## src/rtl/reg_file_2r1w.sv

```systemverilog
// reg_file_2r1w: parametrised 2-read/1-write register file with registered debug port and commit counter
module reg_file_2r1w #(
    parameter int WIDTH    = 32,
    parameter int ADDR_W   = 5,
    parameter int ZERO_REG = 1,
    parameter int BYPASS   = 1
) (
    input  logic              clk,
    input  logic              rst_n,
    input  logic              we3,
    input  logic [ADDR_W-1:0] wa3,
    input  logic [WIDTH-1:0]  wd3,
    input  logic [ADDR_W-1:0] ra1,
    input  logic [ADDR_W-1:0] ra2,
    output logic [WIDTH-1:0]  rd1,
    output logic [WIDTH-1:0]  rd2,
    input  logic [ADDR_W-1:0] dbg_addr,
    output logic [WIDTH-1:0]  dbg_data,
    output logic              dbg_valid,
    output logic [15:0]       wr_count
);
    localparam int N = 2 ** ADDR_W;

    logic [WIDTH-1:0] regs [N];
    logic [N-1:0]     written;
    logic             commit;
    logic             dbg_zero;

    assign commit   = we3 && !(ZERO_REG != 0 && wa3 == '0);
    assign dbg_zero = ZERO_REG != 0 && dbg_addr == '0;

    // storage, written flags and commit counter; writes to a hardwired r0 are dropped
    always_ff @(posedge clk or negedge rst_n) begin
        if (!rst_n) begin
            for (int i = 0; i < N; i++) regs[i] <= '0;
            written  <= '0;
            wr_count <= '0;
        end else if (commit) begin
            regs[wa3]    <= wd3;
            written[wa3] <= 1'b1;
            wr_count     <= wr_count + 16'd1;
        end
    end

    // debug snapshot samples pre-write state, so a same-edge write shows up one edge later
    always_ff @(posedge clk or negedge rst_n) begin
        if (!rst_n) begin
            dbg_data  <= '0;
            dbg_valid <= 1'b0;
        end else begin
            dbg_data  <= dbg_zero ? '0 : regs[dbg_addr];
            dbg_valid <= dbg_zero ? 1'b0 : written[dbg_addr];
        end
    end

    // read ports: hardwired zero beats write forwarding, which beats stored value
    always_comb begin
        rd1 = (ZERO_REG != 0 && ra1 == '0) ? '0 :
              (BYPASS != 0 && we3 && wa3 == ra1) ? wd3 : regs[ra1];
        rd2 = (ZERO_REG != 0 && ra2 == '0) ? '0 :
              (BYPASS != 0 && we3 && wa3 == ra2) ? wd3 : regs[ra2];
    end

    we3_known: assert property (@(posedge clk) disable iff (!rst_n) !$isunknown(we3))
        else $error("we3 is X while out of reset");
endmodule
```

## config.mk

```make
export PLATFORM = sky130hd
export DESIGN_NAME = reg_file_2r1w
export DESIGN_NICKNAME = d
export VERILOG_FILES = /design/src/rtl/reg_file_2r1w.sv
export SDC_FILE = /design/constraint.sdc
export NUM_CORES = 2
export LEC_CHECK = 0
export BUFFER_PORTS_ARGS = -buffer_cell sky130_fd_sc_hd__clkbuf_2
export CAP_MARGIN = 20
export CORE_MARGIN = 1.5
export CORE_UTILIZATION = 35
export CTS_BUF_LIST = sky130_fd_sc_hd__clkbuf_16
export CTS_CLUSTER_SIZE = 16
export DETAILED_ROUTE_END_ITERATION = 10
export HOLD_SLACK_MARGIN = 0.06
export PLACE_DENSITY = 0.49
export SYNTH_ARGS = -nofsm -noshare
export SYNTH_HDL_FRONTEND = slang
export SYNTH_SLANG_ARGS = --single-unit
```

## constraint.sdc

```tcl
create_clock -name clk -period 2.1 [get_ports clk]
set_input_delay 0.105 -clock clk [delete_from_list [all_inputs] [get_ports clk]]
set_output_delay 0.105 -clock clk [all_outputs]
set_load 0.02 [all_outputs]
```

==> summary.md <==
| Metric | Value |
|---|---|
| Maximum ir drop on the vdd rail | `0.000637 V` |
| Top-count cell post-synth | `dfrtp_1` |
| IO buf count | `approximately 170` |
| DP Cell Count | `7276` |
| Critical R2R Capture | `dbg_data[2]` |
| Clock-pin slew on the worst setup and hold paths | `roughly 0.050 ns` |
| Transition time at the pin with the least slew margin | `0.935 ns` |
| Flip-flop and latch count after synthesis | `roughly 1.1k` |
| Data required, critical path | `~2.0 ns` |
| Worst hold path stage count | `5` |
| H-tree level count | `4` |
| Die Height | `435 um` |
| Data arrival at the endpoint of the critical path | `2.72 ns` |
| Clock Skew | `0.0326 ns` |
| All-layer global routing usage | `29.5%` |
| Unrepaired setup endpoints after global routing | `true` |
| Number of violations of the max-capacitance limit | `0` |
| Most area-hungry cell type in the Yosys netlist | `dfrtp_1` |
| Hold Violations, Final | `0` |
| Post-layout min period | `approximately 2.8 ns` |
| Wire length reported by the detailed router | `281000 um` |
| Buffers from clock root to sink, at most | `3` |
| Vias in the first global route | `48.6k` |
| Cell Rows | `between 150 and 200` |
| Max Slew Vio Count | `0` |
| Later-pin clock latency in the skew report | `0.81 ns` |
| Final Cycle Share | `134%` |
| Drc violations | `0` |
| Start point of the worst hold path | `we3` |
| Area delta synth->final | `26.8%` |
| Remaining global-route overflow | `0` |
| Number of iterations in the first detailed-routing pass | `5` |
| Post-route worst setup slack | `-0.722 ns` |
| Placeable Area | `0.186 mm^2` |
| Starting DRT DRC Count | `5099` |
| Cell area after synthesis | `0.0654 mm^2` |
| Routed vias | `47.8k` |
| Number of clock buffers inserted by TritonCTS | `roughly 140` |
| Slew HR | `37.2%` |
| Source of the worst register-to-register timing path | `regs[770]` |
| Final std cells w/o fill | `7612` |
| Final RePlAce weighted congestion | `0.883` |
| Classification of the worst setup path | `reg2out` |
| TritonCTS clock tree | `built` |
| Seq/Total Area, Yosys | `approximately 42%` |
| Leakage power of the design | `35.4 nW` |
| I/O pin count | `168` |
| Async S/R FF share, synth | `100%` |
| Number of enable flip-flop cells after synthesis | `0` |
| Initial antenna violation count | `17` |
| Wire length per cell | `36.9 um` |
| Fin nets | `5069` |
| Die Area | `0.190 mm^2` |
| Largest net degree at the start of global routing | `109` |
| Class of the tightest hold or removal check | `in2reg` |
| Synthesized area per cell | `approximately 15 um^2` |
| Launching element type of the critical path | `register` |
| Count of warnings emitted by yosys | `0` |
| Dominant register cell in the synthesized netlist | `dfrtp_1` |
| Power, Total | `0.0733 W` |
| Count of clock tree sinks | `1105` |
| Number of instances in the synthesized netlist | `4370` |
| Top cells by instance count after synthesis | `dfrtp_1, mux2_2, mux4_2` |
| Count of different cell masters after synthesis | `56` |
| Register-to-register setup slack | `-0.02 ns` |
| Post-Synthesis Net Count | `4426` |
| Initial Util | `35.2%` |
| Via density per instance | `6.28` |
| Final core area utilization | `44.7%` |
| Upper clock frequency limit | `354 MHz` |
| Final standard cell area without fillers | `0.0830 mm^2` |
| Worst slack on hold paths | `0.132 ns` |
| Fraction of layout cells with a size suffix above 1 | `62.1%` |
| Area contributors post-synth | `dfrtp_1, mux4_2, mux2_2` |
| Width of the die | `435 um` |
| Area share of the largest cell type after synthesis | `42.3%` |
| End point of the worst hold path | `wr_count[3]` |
| First-pass GRT wire length | `394000 um` |
| Cells on worst reg2reg path | `7` |
| Area post-placement | `between 0.07 and 0.08 mm^2` |
| DRT antenna net count | `0` |
| Outcome | `finished with violations` |
| Final setup violation count | `65` |
| Worst-path maximum fanout | `4` |
| Root buf cell | `clkbuf_16` |
| Violated checks | `setup timing` |
| Total power per unit cell area | `884 mW/mm^2` |
| Capturing element type of the critical path | `output pin` |
| HPWL after DPL | `192000 um` |
==> state kept, by name (all words and copies together) (netlist names) <==
name and flops:
dbg_data 32, regs 1024, wr_count 16, written 32
dbg_valid 1
==> area by class of cell <==
cell class | count | area (um^2)
Antenna cell | 16 | 40.0
Clock buffer | 142 | 3550
Clock inverter | 100 | 757
Fill cell | 16600 | 103000
Inverter | 42 | 158
Multi-Input combinational cell | 2713 | 36900
Sequential cell | 1105 | 27700
Tap cell | 2480 | 3100
Timing Repair Buffer | 1014 | 10800
==> routing by layer <==
layer	wire length [um]	vias up	track usage (%)
li1	-	18700	-
met1	113000	26300	38.8
met2	132000	2227	46.6
met3	19800	606	5.77
met4	16000	8	14.4
met5	52	-	0
==> metrics by stage <==
step	setup TNS, ns	setup WS [ns]
global route	-37.61	-0.820
floorplan	0	0.125
CTS	-36.23	-0.838
finish	-33.02	-0.722
detailed placement	-29.82	-0.680
global placement	-32.33	-0.706
==> repair_timing <==
| item | in CTS | in global routing |
|---|---|---|
| gates resized for setup | 355 | 96 |
| endpoints found under the hold margin | 1922 | 0 |
| pin swaps | 141 | 70 |
| setup buffers | 49 | 32 |
| endpoints found under the setup margin | 64 | 66 |
| cloned | 0 | 0 |
| hold buffers | 35 | 0 |
==> critical path: stages (launching register included) <==
cell and delay (ns):
dfrtp_1 0.42, mux4_2 0.46, mux4_2 0.46, nor2b_4 0.15, a211o_4 0.30, buf_8 0.14
==> cell usage in the layout (no fill, tap or decap), types with 64 or more instances in the layout <==
cell       Yosys  final
nor2_1       127     93
dfrtp_1     1105   1105
inv_1         42     71
clkbuf_16      0    142
o22ai_1       98     71
buf_4         27    581
mux2_1        91     91
o21ai_1       65     64
clkbuf_2       0     91
mux2_2       919    918
mux4_2       798    798
buf_12         0    232
mux2i_1       83     81
==> report_power, final <==
| part | internal (W) | leakage, nW | switching, W |
|---|---|---|---|
| Combinational | 0.0119 | 19.1 | 0.00874 |
| Clock | 0.0134 | 2.22 | 0.00996 |
| Sequential | 0.0254 | 14.1 | 0.00389 |
| Total | 0.0507 | 35.4 | 0.0226 |
==> how the worst max path moves through the flow <==
| stage | startpoint | end | slack, ns | cells after the start |
|---|---|---|---|---|
| 2_1_floorplan | ra1[1] | rd1[30] | 0.12 | 9 |
| 3_3_place_gp | ra2[0] | rd2[15] | -0.71 | 11 |
| 3_5_place_dp | ra2[0] | rd2[8] | -0.68 | 11 |
| 4_1_cts | regs[661] | rd2[21] | -0.84 | 5 |
| 5_1_grt | regs[661] | rd2[21] | -0.82 | 5 |
| 6_report | regs[85] | rd2[21] | -0.72 | 5 |
==> cells by family (layout without fill, tap and decap cells) <==
group	after synthesis	in the layout	synth area share [%]
AOI/OAI and AO/OA	468	468	4.99
adders and majority gates	1	1	0.0191
buffers and inverters	552	1298	3.92
other	0	16	0
and+or+nand+nor	328	328	2.36
DFF	1105	1105	42.3
muxes	1891	1891	46.1
xor gates and xnor gates	25	25	0.335
No activity file was read; power rests on OpenSTA's default activity.
